<file path="src/rtl/alarm_controller.sv">
`default_nettype none
// ============================================================================
// Module      : alarm_controller
// Description : Alarm clock controller. Holds a user-editable BCD alarm time,
//               compares it with the running BCD time from the system clock,
//               rings a beeping buzzer on the rising edge of a match, and
//               supports timed auto-stop and (optionally) snooze.
//
// Ports       : clk, reset (synchronous, active-low)
//               hour_tens/hour_units/min_tens/min_units : running time (BCD)
//               btn_edit/btn_hour/btn_min/btn_stop/btn_snooze : 1-cycle pulses
//               arm_sw                                  : alarm enable level
//               al_hour_tens/al_hour_units/al_min_tens/al_min_units : alarm
//               editing, ringing, buzzer, armed_led      : status outputs
//
// Config      : `define ALARM_SNOOZE_EN to build the SNOOZED state. Without
//               it, btn_snooze dismisses the alarm exactly like btn_stop.
//
// Revision    : 1.0 - initial release
// ============================================================================
module alarm_controller #(
    parameter int CLK_FREQ   = 100000000,
    parameter int RING_SEC   = 60,
    parameter int SNOOZE_SEC = 300,
    parameter int BEEP_DIV   = 25000000
) (
    input  logic       clk,
    input  logic       reset,
    input  logic [2:0] hour_tens,
    input  logic [3:0] hour_units,
    input  logic [2:0] min_tens,
    input  logic [3:0] min_units,
    input  logic       btn_edit,
    input  logic       btn_hour,
    input  logic       btn_min,
    input  logic       btn_stop,
    input  logic       btn_snooze,
    input  logic       arm_sw,
    output logic [2:0] al_hour_tens,
    output logic [3:0] al_hour_units,
    output logic [2:0] al_min_tens,
    output logic [3:0] al_min_units,
    output logic       editing,
    output logic       ringing,
    output logic       buzzer,
    output logic       armed_led
);

    // ------------------------------------------------------------------
    // State encoding
    // ------------------------------------------------------------------
    localparam logic [2:0] c_S_IDLE    = 3'd0;
    localparam logic [2:0] c_S_EDIT    = 3'd1;
    localparam logic [2:0] c_S_ARMED   = 3'd2;
    localparam logic [2:0] c_S_RINGING = 3'd3;
`ifdef ALARM_SNOOZE_EN
    localparam logic [2:0] c_S_SNOOZED = 3'd4;
`endif

    // ------------------------------------------------------------------
    // Counter sizing. The seconds counter is shared by ring and snooze
    // timeouts, so it is sized for the larger of the two.
    // ------------------------------------------------------------------
    localparam int c_SEC_MAX = (RING_SEC > SNOOZE_SEC) ? RING_SEC : SNOOZE_SEC;
    localparam int c_SEC_W   = $clog2(c_SEC_MAX + 1);
    localparam int c_PRE_W   = (CLK_FREQ > 1) ? $clog2(CLK_FREQ) : 1;
    localparam int c_BEEP_W  = (BEEP_DIV > 1) ? $clog2(BEEP_DIV) : 1;

    localparam logic [c_PRE_W-1:0]  c_PRE_LAST  = c_PRE_W'(CLK_FREQ - 1);
    localparam logic [c_SEC_W-1:0]  c_RING_LAST = c_SEC_W'(RING_SEC - 1);
    localparam logic [c_BEEP_W-1:0] c_BEEP_LAST = c_BEEP_W'(BEEP_DIV - 1);
`ifdef ALARM_SNOOZE_EN
    localparam logic [c_SEC_W-1:0]  c_SNOOZE_LAST = c_SEC_W'(SNOOZE_SEC - 1);
`endif

    // ------------------------------------------------------------------
    // Registers and wires
    // ------------------------------------------------------------------
    logic [2:0]          r_state;
    logic [2:0]          w_next_state;
    logic [2:0]          r_al_hour_tens;
    logic [3:0]          r_al_hour_units;
    logic [2:0]          r_al_min_tens;
    logic [3:0]          r_al_min_units;
    logic                r_match_q;
    logic [c_PRE_W-1:0]  r_pre;
    logic [c_SEC_W-1:0]  r_sec;
    logic [c_BEEP_W-1:0] r_beep_cnt;
    logic                r_buzzer;

    logic w_match;
    logic w_trigger;
    logic w_sec_tick;
    logic w_ring_done;
    logic w_next_timed;
    logic w_state_change;
    logic w_dismiss;

    assign w_match = (hour_tens  == r_al_hour_tens)  &&
                     (hour_units == r_al_hour_units) &&
                     (min_tens   == r_al_min_tens)   &&
                     (min_units  == r_al_min_units);

    // Fire only on the first cycle of the matching minute, so a dismissal
    // inside that minute cannot re-ring.
    assign w_trigger   = w_match & ~r_match_q;
    assign w_sec_tick  = (r_pre == c_PRE_LAST);
    assign w_ring_done = w_sec_tick && (r_sec == c_RING_LAST);
    assign w_state_change = (w_next_state != r_state);

`ifdef ALARM_SNOOZE_EN
    logic w_snooze_done;
    assign w_snooze_done = w_sec_tick && (r_sec == c_SNOOZE_LAST);
    assign w_dismiss     = btn_stop;
    assign w_next_timed  = (w_next_state == c_S_RINGING) ||
                           (w_next_state == c_S_SNOOZED);
`else
    // Without snooze support, the snooze button simply dismisses.
    assign w_dismiss     = btn_stop | btn_snooze;
    assign w_next_timed  = (w_next_state == c_S_RINGING);
`endif

    // ------------------------------------------------------------------
    // Next-state logic
    // ------------------------------------------------------------------
    always_comb begin
        w_next_state = r_state;
        case (r_state)
            c_S_IDLE: begin
                if (arm_sw)
                    w_next_state = c_S_ARMED;
                else if (btn_edit)
                    w_next_state = c_S_EDIT;
            end
            c_S_EDIT: begin
                if (btn_edit)
                    w_next_state = arm_sw ? c_S_ARMED : c_S_IDLE;
            end
            c_S_ARMED: begin
                if (!arm_sw)
                    w_next_state = c_S_IDLE;
                else if (btn_edit)
                    w_next_state = c_S_EDIT;
                else if (w_trigger)
                    w_next_state = c_S_RINGING;
            end
            c_S_RINGING: begin
                if (w_dismiss)
                    w_next_state = c_S_ARMED;
`ifdef ALARM_SNOOZE_EN
                else if (btn_snooze)
                    w_next_state = c_S_SNOOZED;
`endif
                else if (!arm_sw)
                    w_next_state = c_S_IDLE;
                else if (w_ring_done)
                    w_next_state = c_S_ARMED;
            end
`ifdef ALARM_SNOOZE_EN
            c_S_SNOOZED: begin
                if (btn_stop)
                    w_next_state = c_S_ARMED;
                else if (!arm_sw)
                    w_next_state = c_S_IDLE;
                else if (w_snooze_done)
                    w_next_state = c_S_RINGING;
            end
`endif
            default: w_next_state = c_S_IDLE;
        endcase
    end

    always_ff @(posedge clk) begin
        if (!reset) begin
            r_state   <= c_S_IDLE;
            r_match_q <= 1'b0;
        end else begin
            r_state   <= w_next_state;
            r_match_q <= w_match;
        end
    end

    // ------------------------------------------------------------------
    // Alarm time editing (BCD, hour and minute wrap independently)
    // ------------------------------------------------------------------
    always_ff @(posedge clk) begin
        if (!reset) begin
            r_al_hour_tens  <= 3'd0;
            r_al_hour_units <= 4'd0;
            r_al_min_tens   <= 3'd0;
            r_al_min_units  <= 4'd0;
        end else if (r_state == c_S_EDIT) begin
            if (btn_hour) begin
                if ((r_al_hour_tens == 3'd2) && (r_al_hour_units == 4'd3)) begin
                    r_al_hour_tens  <= 3'd0;
                    r_al_hour_units <= 4'd0;
                end else if (r_al_hour_units == 4'd9) begin
                    r_al_hour_tens  <= r_al_hour_tens + 3'd1;
                    r_al_hour_units <= 4'd0;
                end else begin
                    r_al_hour_units <= r_al_hour_units + 4'd1;
                end
            end
            if (btn_min) begin
                if (r_al_min_units == 4'd9) begin
                    r_al_min_units <= 4'd0;
                    r_al_min_tens  <= (r_al_min_tens == 3'd5) ? 3'd0
                                                               : r_al_min_tens + 3'd1;
                end else begin
                    r_al_min_units <= r_al_min_units + 4'd1;
                end
            end
        end
    end

    // ------------------------------------------------------------------
    // Prescaler and seconds counter: run only while staying in a timed
    // state, restart from zero on every entry to one.
    // ------------------------------------------------------------------
    always_ff @(posedge clk) begin
        if (!reset) begin
            r_pre <= '0;
            r_sec <= '0;
        end else if (!w_next_timed || w_state_change) begin
            r_pre <= '0;
            r_sec <= '0;
        end else if (w_sec_tick) begin
            r_pre <= '0;
            r_sec <= r_sec + c_SEC_W'(1);
        end else begin
            r_pre <= r_pre + c_PRE_W'(1);
        end
    end

    // ------------------------------------------------------------------
    // Buzzer: high on the entry cycle, toggles every BEEP_DIV cycles while
    // ringing, forced low with its counter cleared otherwise.
    // ------------------------------------------------------------------
    always_ff @(posedge clk) begin
        if (!reset) begin
            r_buzzer   <= 1'b0;
            r_beep_cnt <= '0;
        end else if (w_next_state != c_S_RINGING) begin
            r_buzzer   <= 1'b0;
            r_beep_cnt <= '0;
        end else if (r_state != c_S_RINGING) begin
            r_buzzer   <= 1'b1;
            r_beep_cnt <= '0;
        end else if (r_beep_cnt == c_BEEP_LAST) begin
            r_buzzer   <= ~r_buzzer;
            r_beep_cnt <= '0;
        end else begin
            r_beep_cnt <= r_beep_cnt + c_BEEP_W'(1);
        end
    end

    // ------------------------------------------------------------------
    // Outputs
    // ------------------------------------------------------------------
    assign al_hour_tens  = r_al_hour_tens;
    assign al_hour_units = r_al_hour_units;
    assign al_min_tens   = r_al_min_tens;
    assign al_min_units  = r_al_min_units;
    assign editing       = (r_state == c_S_EDIT);
    assign ringing       = (r_state == c_S_RINGING);
    assign buzzer        = r_buzzer;
`ifdef ALARM_SNOOZE_EN
    assign armed_led     = (r_state == c_S_ARMED) || (r_state == c_S_SNOOZED);
`else
    assign armed_led     = (r_state == c_S_ARMED);
`endif

endmodule
`default_nettype wire

</file>
<file path="config.mk">
export PLATFORM = sky130hd
export DESIGN_NAME = alarm_controller
export DESIGN_NICKNAME = d
export VERILOG_FILES = /design/src/rtl/alarm_controller.sv
export SDC_FILE = /design/constraint.sdc
export NUM_CORES = 1
export LEC_CHECK = 0
export ABC_AREA = 1
export CORE_MARGIN = 2
export CORE_UTILIZATION = 51
export CTS_CLUSTER_DIAMETER = 50
export DETAILED_ROUTE_END_ITERATION = 8
export PLACE_DENSITY = 0.72
export SYNTH_ARGS = -nofsm -noshare
export SYNTH_HDL_FRONTEND = slang
export SYNTH_SLANG_ARGS = --single-unit
</file>
<file path="constraint.sdc">
create_clock -name clk -period 5.2 [get_ports clk]
set_clock_uncertainty 0.15 [all_clocks]
set_input_delay 1.04 -clock clk [delete_from_list [all_inputs] [get_ports clk]]
set_output_delay 1.04 -clock clk [all_outputs]
set_load 0.01 [all_outputs]
</file>
==> flow_metrics.py, run 1 <==
metrics = {
    "placed_design": {
        "place_congestion": 0.900,
        "port-buffer-count": 39,
        "hpwl_detailed_mm": 6.39,
        "dp_worst_setup_slack_ps": 1900,
        "detailed_place.area_um2": 4860,
    },
    "critical_path": {
        "reg2reg_to": "r_beep_cnt[0]",
        "critical-path-slowest-cell": "clkdlybuf4s50_1",
        "critical_path_class": "reg -> out",
        "cp_cell_sequence": "inv_1 -> nor2_1 -> nand2_1 -> clkinv_1 -> clkdlybuf4s50_1",
        "cpLargestDelayFamily": "buffers and inverters",
        "worst-path-buf-inv": 3,
        "setup.worst_path.end_class": "output port",
        "critical-path-max-stage-delay_ps": 580,
        "timing.reg2reg.setup_slack_ps": 2860,
        "critical_path.startpoint_type": "flip-flop",
        "critical_path_depth": 5,
        "timing.critical_path.required_ps": 4010,
        "worstPathArrival_ps": 1820,
        "cp_max_fo": 6,
        "r2r_start": "r_pre[0]",
        "critical_path_start": "r_state[0]",
        "setup_crit_end": "ringing",
        "ff2ff_path_depth": 12,
    },
    "drt": {
        "detailedRoute.firstPassIterationCount": 6,
        "detail-route-antenna-nets": 0,
        "route.detailed.vias_per_inst": 4.93,
        "drc": 0,
        "finalWirelength_mm": 8.68,
        "post_drt_wl_per_cell_um": 11.2,
        "routed_via_count": 3806,
        "drt-initial-drc-count": 178,
    },
    "job": {
        "max_capacitance_violation_total": 0,
    },
    "yosys": {
        "synth-seq-cells": 80,
        "synth_seq_area_share_pct": 36.6,
        "synth.cells.most_frequent": "nand2_1, inv_1, dfxtp_1",
        "synth_top_cells_by_area": "dfxtp_1, nand2_1, inv_1, nor2_1, xor2_1",
        "synth.net_count": 647,
        "yosysWarnings": 0,
        "synth_cell_type_count": 38,
        "synth-main-ff-cell": "dfxtp_1",
        "synth-edff-count": 0,
        "synth_cells": 618,
        "post_syn_area_um2": 4370,
        "async_flop_share_pct": 0,
        "syn_area_per_cell_um2": 7.08,
        "synth_top_cell_area_share_pct": 36.6,
        "synthMostInstantiatedCell": "nand2_1",
        "synth_largest_area_cell": "dfxtp_1",
    },
    "clock_tree": {
        "clk_root_buffer_cell": "clkbuf_8",
        "tritoncts_clock_tree": "built",
        "cts_repair_resize_count": 0,
        "clockBufferDepth": 2,
        "cts.hold.buffers_added": 0,
        "clkSinkCount": 80,
        "clkSlewWorstSetupHoldPaths_ps": 70,
        "cts_buffers": 9,
        "clkLatencyLatePin_ps": 350,
        "clock_tree.htree_level_count": 3,
        "postCtsSetupBuffers": 0,
    },
    "pwr": {
        "switching_power_summed_over_all_nets_mw": 0.239,
        "cellPowerDensity_nw_per_um2": 219,
        "vdd_ir_drop_max_v": 0.000108,
        "seq_power_share_pct": 55.6,
        "leak_nw": 1.83,
        "power_frac_comb_pct": 4.1,
        "post-layout-total-power_mw": 1.11,
        "pwr-share-clk_pct": 40.3,
        "int_pwr_mw": 0.868,
        "switching_share_pct": 21.6,
    },
    "cells_and_area": {
        "final_design_area_no_fill_um2": 5050,
        "seqCellArea_um2": 1600,
        "finish.net_count": 692,
        "final_layout_size_suffix_gt1_share_pct": 11.8,
        "ant_diodes": 0,
        "synthToLayoutAreaGrowth_pct": 15.4,
        "fill_cells": 753,
        "multi_input_comb_area_um2": 2370,
    },
    "grt": {
        "antenna_found_initial": 0,
        "first_global_vias": 3582,
        "globalRouteTotalUtil_pct": 19.5,
        "maximum_number_of_pins_on_one_net_before_global_route_repair": 28,
        "gr-total-overflow": 0,
        "grt_first_pass_wirelength_mm": 15.6,
    },
    "die": {
        "floorplan.die_area_um2": 9330,
        "core_area_um2": 8260,
        "floorplan.rows": 33,
        "initial_utilization_pct": 53.0,
        "die-width_um": 96.6,
        "num_io_pins": 40,
        "fp.dieH_um": 96.6,
    },
    "timing": {
        "setup-tns-final_ps": 0,
        "maximum_clock_frequency_mhz": 332,
        "setup_viol_count_final": 0,
        "final_cycle_share_pct": 57.9,
        "worst_setup_slack_after_layout_ps": 2190,
        "hold-worst-slack_ps": 320,
        "worstMarginPinSlew_ps": 562,
        "rsz0062_at_grt": "no",
        "final_max_slew_viol_count": 0,
        "layout_min_cycle_time_ps": 3010,
        "report.final.hold_viol_count": 0,
        "slew_headroom_pct": 62.4,
    },
    "status": {
        "run_status": "completed",
    },
    "worst_hold_path": {
        "timing.hold.worst.class": "reg -> reg",
        "worst_hold_startpoint": "r_beep_cnt[0]",
    },
}
-- registers in the layout, summed over array words and instances, names as in the netlist --
signal,cells
r_beep_cnt,25
r_pre,27
buzzer,1
r_state,3
al_hour_tens,3
al_min_tens,3
r_sec,9
r_match_q,1
al_min_units,4
al_hour_units,4
-- kinds of logic (layout without fill, tap and decap cells) --
group	Yosys count	after routing	synth area share, %
buf+inv	103	152	9.27
xor+xnor	40	40	8.01
simple gates	347	347	39.2
other cells	1	1	0.0857
flops	80	80	36.6
compound gates	40	40	4.86
fa+ha+maj	7	7	2.00
-- power groups by stage --
stage	Sequential [mW]	Combinational, mW	Clock (mW)
2_1_floorplan	0.630	0.0205	0
3_3_place_gp	0.630	0.0439	0
3_5_place_dp	0.630	0.0445	0
4_1_cts	0.616	0.0450	0.459
5_1_grt	0.616	0.0500	0.483
6_report	0.616	0.0449	0.446
-- layer usage --
metal	track usage [%]	routed length, um	vias up
met5	0	0	-
met4	5.63	87	0
met3	4.12	317	8
met1	26.3	4350	1716
li1	-	-	2027
met2	31.5	3930	55
-- stage by stage --
step                utilization, %  cells
CTS                           61.1    772
detailed placement            58.8    757
global route                  61.1    772
floorplan                        -    618
global placement              58.8    757
finish                        61.1    772
-- placed cells by master, fill, tap and decap left out, types with 2 or more instances in the layout --
master	Yosys	routed
clkbuf_8	0	10
nor2_4	4	4
a21oi_1	25	25
nor3b_1	5	5
or2_0	2	2
clkinv_2	1	4
dfxtp_1	80	80
nor3_1	25	25
nand3b_1	2	2
nor4_1	5	5
nand2_2	5	5
a31oi_1	3	3
nand3_2	8	8
xnor2_1	11	11
nor2_1	77	77
xor2_1	29	29
ha_1	7	7
o21ai_0	8	8
nand4_1	9	9
nand3_1	36	36
nand4_4	2	2
a211oi_1	2	2
clkdlybuf4s50_1	0	39
nor3_2	3	3
nand4_2	2	2
or2_2	2	2
nand2_1	130	130
nor2_2	27	27
inv_1	87	87
inv_2	9	9
-- worst min path at each step --
| stage | endpoint | slack, ps | depth (start not counted) |
|---|---|---|---|
| after CTS | r_beep_cnt[0] | 320 | 1 |
| after detailed placement | r_beep_cnt[0] | 300 | 1 |
| after floorplan | r_beep_cnt[0] | 280 | 1 |
| after global placement | r_beep_cnt[0] | 290 | 1 |
| after global routing | r_beep_cnt[0] | 350 | 1 |
| final | r_beep_cnt[0] | 320 | 1 |
-- cell type report --
cell class	instances	share of cell area, %
Tap cell	105	2.60
Timing Repair Buffer	39	7.74
Multi-Input combinational cell	435	46.9
Sequential cell	80	31.7
Inverter	98	7.31
Clock buffer	11	2.80
Clock inverter	4	0.893
Power figures use the tool's default switching activity.
==> run 2: changes to the inputs <==
Clock period 5.2 ns to 3 ns, I/O delays scaled along.
==> flow_metrics.py, run 2 (synthesis results as in run 1) <==
metrics = {
    "critical_path": {
        "critical_path_class": "reg -> out",
        "ff2ff_path_depth": 13,
        "critical_path.startpoint_type": "flip-flop",
        "setup.worst_path.end_class": "output port",
        "worstPathArrival_ps": 1830,
        "timing.critical_path.required_ps": 2250,
        "cp_max_fo": 6,
    },
    "grt": {
        "gr-max-usage-layer": "met2",
        "globalRouteTotalUtil_pct": 19.4,
        "grtUsageMet1_pct": 24.8,
        "grt_first_pass_wirelength_mm": 15.5,
        "grtUsageMet2_pct": 33.0,
        "first_global_vias": 3604,
        "antenna_found_initial": 0,
        "grt.met3_usage_pct": 3.90,
        "maximum_number_of_pins_on_one_net_before_global_route_repair": 28,
        "gr-total-overflow": 0,
    },
    "clock_tree": {
        "clkSlewWorstSetupHoldPaths_ps": 80,
        "clkSinkCount": 80,
        "clkLatencyLatePin_ps": 340,
        "cts.hold.buffers_added": 0,
        "cts_buffers": 9,
        "clock_tree.htree_level_count": 3,
        "postCtsSetupBuffers": 0,
        "clockBufferDepth": 2,
        "tritoncts_clock_tree": "built",
        "clk_root_buffer_cell": "clkbuf_8",
        "cts_repair_resize_count": 0,
    },
    "cells_and_area": {
        "ant_diodes": 0,
        "fill_cells": 777,
        "synthToLayoutAreaGrowth_pct": 14.7,
        "multi_input_comb_area_um2": 2370,
        "final_common_cell": "nand2_1",
        "final_design_area_no_fill_um2": 5020,
        "seqCellArea_um2": 1600,
        "finalCoreUtilization_pct": 60.7,
        "final_cell_mix": "nand2_1, inv_1, dfxtp_1, nor2_1, clkdlybuf4s50_1",
        "top_regs": "r_pre x27, r_beep_cnt x25, r_sec x9",
        "registers.top_by_ff_count": "r_pre",
        "final_layout_size_suffix_gt1_share_pct": 11.7,
        "stdcell_count": 772,
        "finish.net_count": 694,
        "largest_register_ff_count": 27,
    },
    "drt": {
        "finalWirelength_mm": 8.68,
        "detailedRoute.firstPassIterationCount": 5,
        "drt-initial-drc-count": 215,
        "detail-route-antenna-nets": 0,
        "post_drt_wl_per_cell_um": 11.2,
        "routed_via_count": 3786,
        "drc": 0,
        "route.detailed.vias_per_inst": 4.90,
    },
    "timing": {
        "setup_viol_count_final": 0,
        "maximum_clock_frequency_mhz": 387,
        "setup-tns-final_ps": 0,
        "report.final.hold_viol_count": 0,
        "rsz0062_at_grt": "no",
        "final_max_slew_viol_count": 0,
        "layout_min_cycle_time_ps": 2580,
        "final_cycle_share_pct": 86.2,
    },
    "placed_design": {
        "detailed_place.area_um2": 4870,
        "hpwl_detailed_mm": 6.57,
        "place_inst": 759,
        "port-buffer-count": 39,
        "place_congestion": 0.918,
    },
    "worst_hold_path": {
        "whs_path_depth": 1,
        "timing.hold.worst.class": "reg -> reg",
    },
    "die": {
        "core_area_um2": 8260,
        "initial_utilization_pct": 53.0,
        "die-width_um": 96.6,
        "floorplan.rows": 33,
        "floorplan.die_area_um2": 9330,
        "num_io_pins": 40,
        "fp.dieH_um": 96.6,
    },
    "pwr": {
        "vdd_ir_drop_max_v": 0.000177,
        "leak_nw": 1.82,
        "cellPowerDensity_nw_per_um2": 357,
        "post-layout-total-power_mw": 1.79,
    },
    "job": {
        "max_capacitance_violation_total": 0,
    },
    "status": {
        "run_status": "completed",
    },
}
run 2: cell count changes in the layout (fill, tap and decap cells not counted):
cell,change
buf_4,+2
bufinv_16,-1
clkbuf_1,+1
clkbuf_8,-1
clkinv_2,-1
run 2: final timing paths:
path                        end     startpoint  slack, ps
setup / recovery        ringing     r_state[0]        420
hold / removal    r_beep_cnt[0]  r_beep_cnt[0]        310
setup reg to reg  r_beep_cnt[0]       r_pre[0]        570
hold reg to reg   r_beep_cnt[0]  r_beep_cnt[0]        310
run 2: metal layers:
metal	routed length, um	up-vias
li1	-	2030
met1	4170	1673
met2	4020	74
met3	380	9
met4	106	0
met5	0	-
run 2: worst max-delay path, cell delays in order (launching register included):
cell,delay [ps]
dfxtp_1,410
inv_1,60
nor2_1,180
nand2_1,90
clkinv_1,170
clkdlybuf4s50_1,580
run 2: area by class of cell:
type / instances / share of cell area, %
Clock buffer: 11 / 2.62
Multi-Input combinational cell: 435 / 47.2
Inverter: 98 / 7.36
Timing Repair Buffer: 41 / 8.08
Sequential cell: 80 / 31.9
Tap cell: 105 / 2.62
Clock inverter: 2 / 0.200
run 2: where the power goes:
group          total, mW  internal (mW)  switching (mW)  leakage [nW]
combinational     0.0789         0.0422          0.0367          1.10
sequential          1.07           1.06         0.00334         0.645
clock              0.643          0.285           0.358        0.0749
run 2: per-stage QoR:
stage	setup slack, ps	hold WS (ps)
2_1_floorplan	1030	279
3_3_place_gp	391	287
3_5_place_dp	349	300
4_1_cts	431	316
5_1_grt	294	335
6_report	415	312
==> run 3: changes to the inputs <==
Settings changed: CORE_ASPECT_RATIO from default to 1.2, PLACE_DENSITY 0.72 to 0.75.
Clock period 3 ns to 2.2 ns, I/O delays scaled along.
==> flow_metrics.py, run 3 (synthesis results as in run 1) <==
metrics = {
    "critical_path": {
        "ff2ff_path_depth": 14,
        "setup.worst_path.end_class": "flip-flop",
        "cp_max_fo": 6,
        "critical-path-max-stage-delay_ps": 330,
        "cpLargestDelayFamily": "simple AND/OR/NAND/NOR gates",
        "critical_path_class": "reg -> reg",
        "cp_cell_sequence": "ha_2 -> nand2_2 -> nor2_2 -> nand2_2 -> buf_4 -> nor2_4 -> nand3_2 -> nand3_2 -> nor2_4 -> nand2_2 -> nand3_4 -> nand4_4 -> clkbuf_16 -> nor2_2",
        "reg2reg_to": "r_beep_cnt[5]",
        "most_common_cell_on_crit_path": "nand2_2",
        "worst-path-buf-inv": 2,
        "worstPathArrival_ps": 2170,
        "timing.critical_path.required_ps": 2290,
        "setup_crit_end": "r_beep_cnt[5]",
        "critical_path_depth": 14,
        "critical-path-slowest-cell": "dfxtp_2",
        "r2r_start": "r_pre[1]",
        "critical_path_start": "r_pre[1]",
        "critical_path.startpoint_type": "flip-flop",
        "timing.reg2reg.setup_slack_ps": 120,
    },
    "grt": {
        "first_global_vias": 3607,
        "globalRouteTotalUtil_pct": 19.8,
        "maximum_number_of_pins_on_one_net_before_global_route_repair": 28,
        "antenna_found_initial": 0,
        "grt_first_pass_wirelength_mm": 14.9,
        "gr-total-overflow": 0,
    },
    "cells_and_area": {
        "seqCellArea_um2": 1610,
        "top_regs": "r_pre x27, r_beep_cnt x25, r_sec x9",
        "final_layout_size_suffix_gt1_share_pct": 14.9,
        "finalCoreUtilization_pct": 62.1,
        "finish.net_count": 709,
        "ant_diodes": 0,
        "multi_input_comb_area_um2": 2390,
        "final_common_cell": "nand2_1",
        "final_cell_mix": "nand2_1, inv_1, dfxtp_1, nor2_1",
        "final_design_area_no_fill_um2": 5260,
        "fill_cells": 766,
        "synthToLayoutAreaGrowth_pct": 20.2,
        "largest_register_ff_count": 27,
        "registers.top_by_ff_count": "r_pre",
        "stdcell_count": 802,
    },
    "timing": {
        "hold-worst-slack_ps": 313,
        "maximum_clock_frequency_mhz": 480,
        "setup-tns-final_ps": 0,
        "final_max_slew_viol_count": 0,
        "layout_min_cycle_time_ps": 2080,
        "report.final.hold_viol_count": 0,
        "final_cycle_share_pct": 94.7,
        "setup_viol_count_final": 0,
        "worst_setup_slack_after_layout_ps": 117,
        "rsz0062_at_grt": "yes",
    },
    "die": {
        "fp.dieH_um": 105,
        "initial_utilization_pct": 51.6,
        "core_area_um2": 8470,
        "floorplan.rows": 37,
        "floorplan.die_area_um2": 9340,
        "die-width_um": 88.5,
        "num_io_pins": 40,
    },
    "drt": {
        "post_drt_wl_per_cell_um": 11.4,
        "routed_via_count": 3934,
        "drc": 0,
        "detailedRoute.firstPassIterationCount": 4,
        "detail-route-antenna-nets": 0,
        "drt-initial-drc-count": 143,
        "route.detailed.vias_per_inst": 4.91,
        "finalWirelength_mm": 9.12,
    },
    "clock_tree": {
        "cts_buffers": 9,
        "clock_tree.htree_level_count": 3,
        "clk_root_buffer_cell": "clkbuf_8",
        "clkSinkCount": 80,
        "clockBufferDepth": 2,
        "tritoncts_clock_tree": "built",
        "clkLatencyLatePin_ps": 340,
        "clkSlewWorstSetupHoldPaths_ps": 70,
    },
    "status": {
        "run_status": "completed",
    },
    "worst_hold_path": {
        "timing.hold.worst.class": "reg -> reg",
    },
    "placed_design": {
        "dp_worst_setup_slack_ps": -151,
        "place_congestion": 0.830,
        "hpwl_detailed_mm": 6.68,
        "place_inst": 778,
        "port-buffer-count": 39,
        "detailed_place.area_um2": 4970,
    },
    "pwr": {
        "leak_nw": 1.97,
        "post-layout-total-power_mw": 2.59,
        "vdd_ir_drop_max_v": 0.000272,
        "cellPowerDensity_nw_per_um2": 492,
    },
    "job": {
        "max_capacitance_violation_total": 0,
    },
}
[run 3: cell count changes in the layout (fill, tap and decap cells not counted), sizes merged]
cell / delta
buf: +14
bufinv: +1
clkbuf: +2
clkdlybuf4s50: -3
dlygate4sd2: +2
dlymetal6s2s: +1
inv: +1
[run 3: worst min path at each step]
stage / start / end / slack (ps) / depth (start not counted)
finish: r_beep_cnt[0] / r_beep_cnt[0] / 310 / 1
global route: r_beep_cnt[0] / r_beep_cnt[0] / 350 / 1
floorplan: r_beep_cnt[0] / r_beep_cnt[0] / 280 / 1
detailed placement: r_beep_cnt[0] / r_beep_cnt[0] / 300 / 1
global placement: r_beep_cnt[0] / r_beep_cnt[0] / 290 / 1
CTS: r_beep_cnt[0] / r_beep_cnt[0] / 320 / 1
[run 3: what timing repair did]
item,CTS,global route
hold buffers,0,0
resized for setup,4,9
setup endpoints to repair,3,28
buffers inserted,0,6
pin swaps,0,4
cloned,0,2
[run 3: area by class of cell]
class | count | share of cell area, %
clock buffers | 12 | 2.57
multi-input cells | 435 | 45.5
flip-flops and latches | 80 | 30.5
repair buffers | 56 | 10.7
clock inverters | 4 | 0.857
inverters | 98 | 7.04
well taps | 117 | 2.78
[run 3: worst reg2reg max path, stage by stage, from the launching register on]
cell       delay [ps]
dfxtp_2           330
ha_2              180
nand2_2            60
nor2_2            160
nand2_2           120
buf_4             160
nor2_4            100
nand3_2            80
nand3_2            90
nor2_4             60
nand2_2            70
nand3_4            70
nand4_4           120
clkbuf_16         180
nor2_2             40
[run 3: where the power goes]
group | switching (mW) | internal [mW]
registers | 0.00459 | 1.45
clock network | 0.502 | 0.520
logic | 0.0501 | 0.0607
total | 0.557 | 2.03
[run 3: per-layer routing]
metal	routed length [um]	GRT usage, %	up-vias
li1	-	-	2063
met1	4030	22.3	1784
met2	4610	35.9	78
met3	380	4.86	9
met4	104	6.28	0
met5	0	0	-
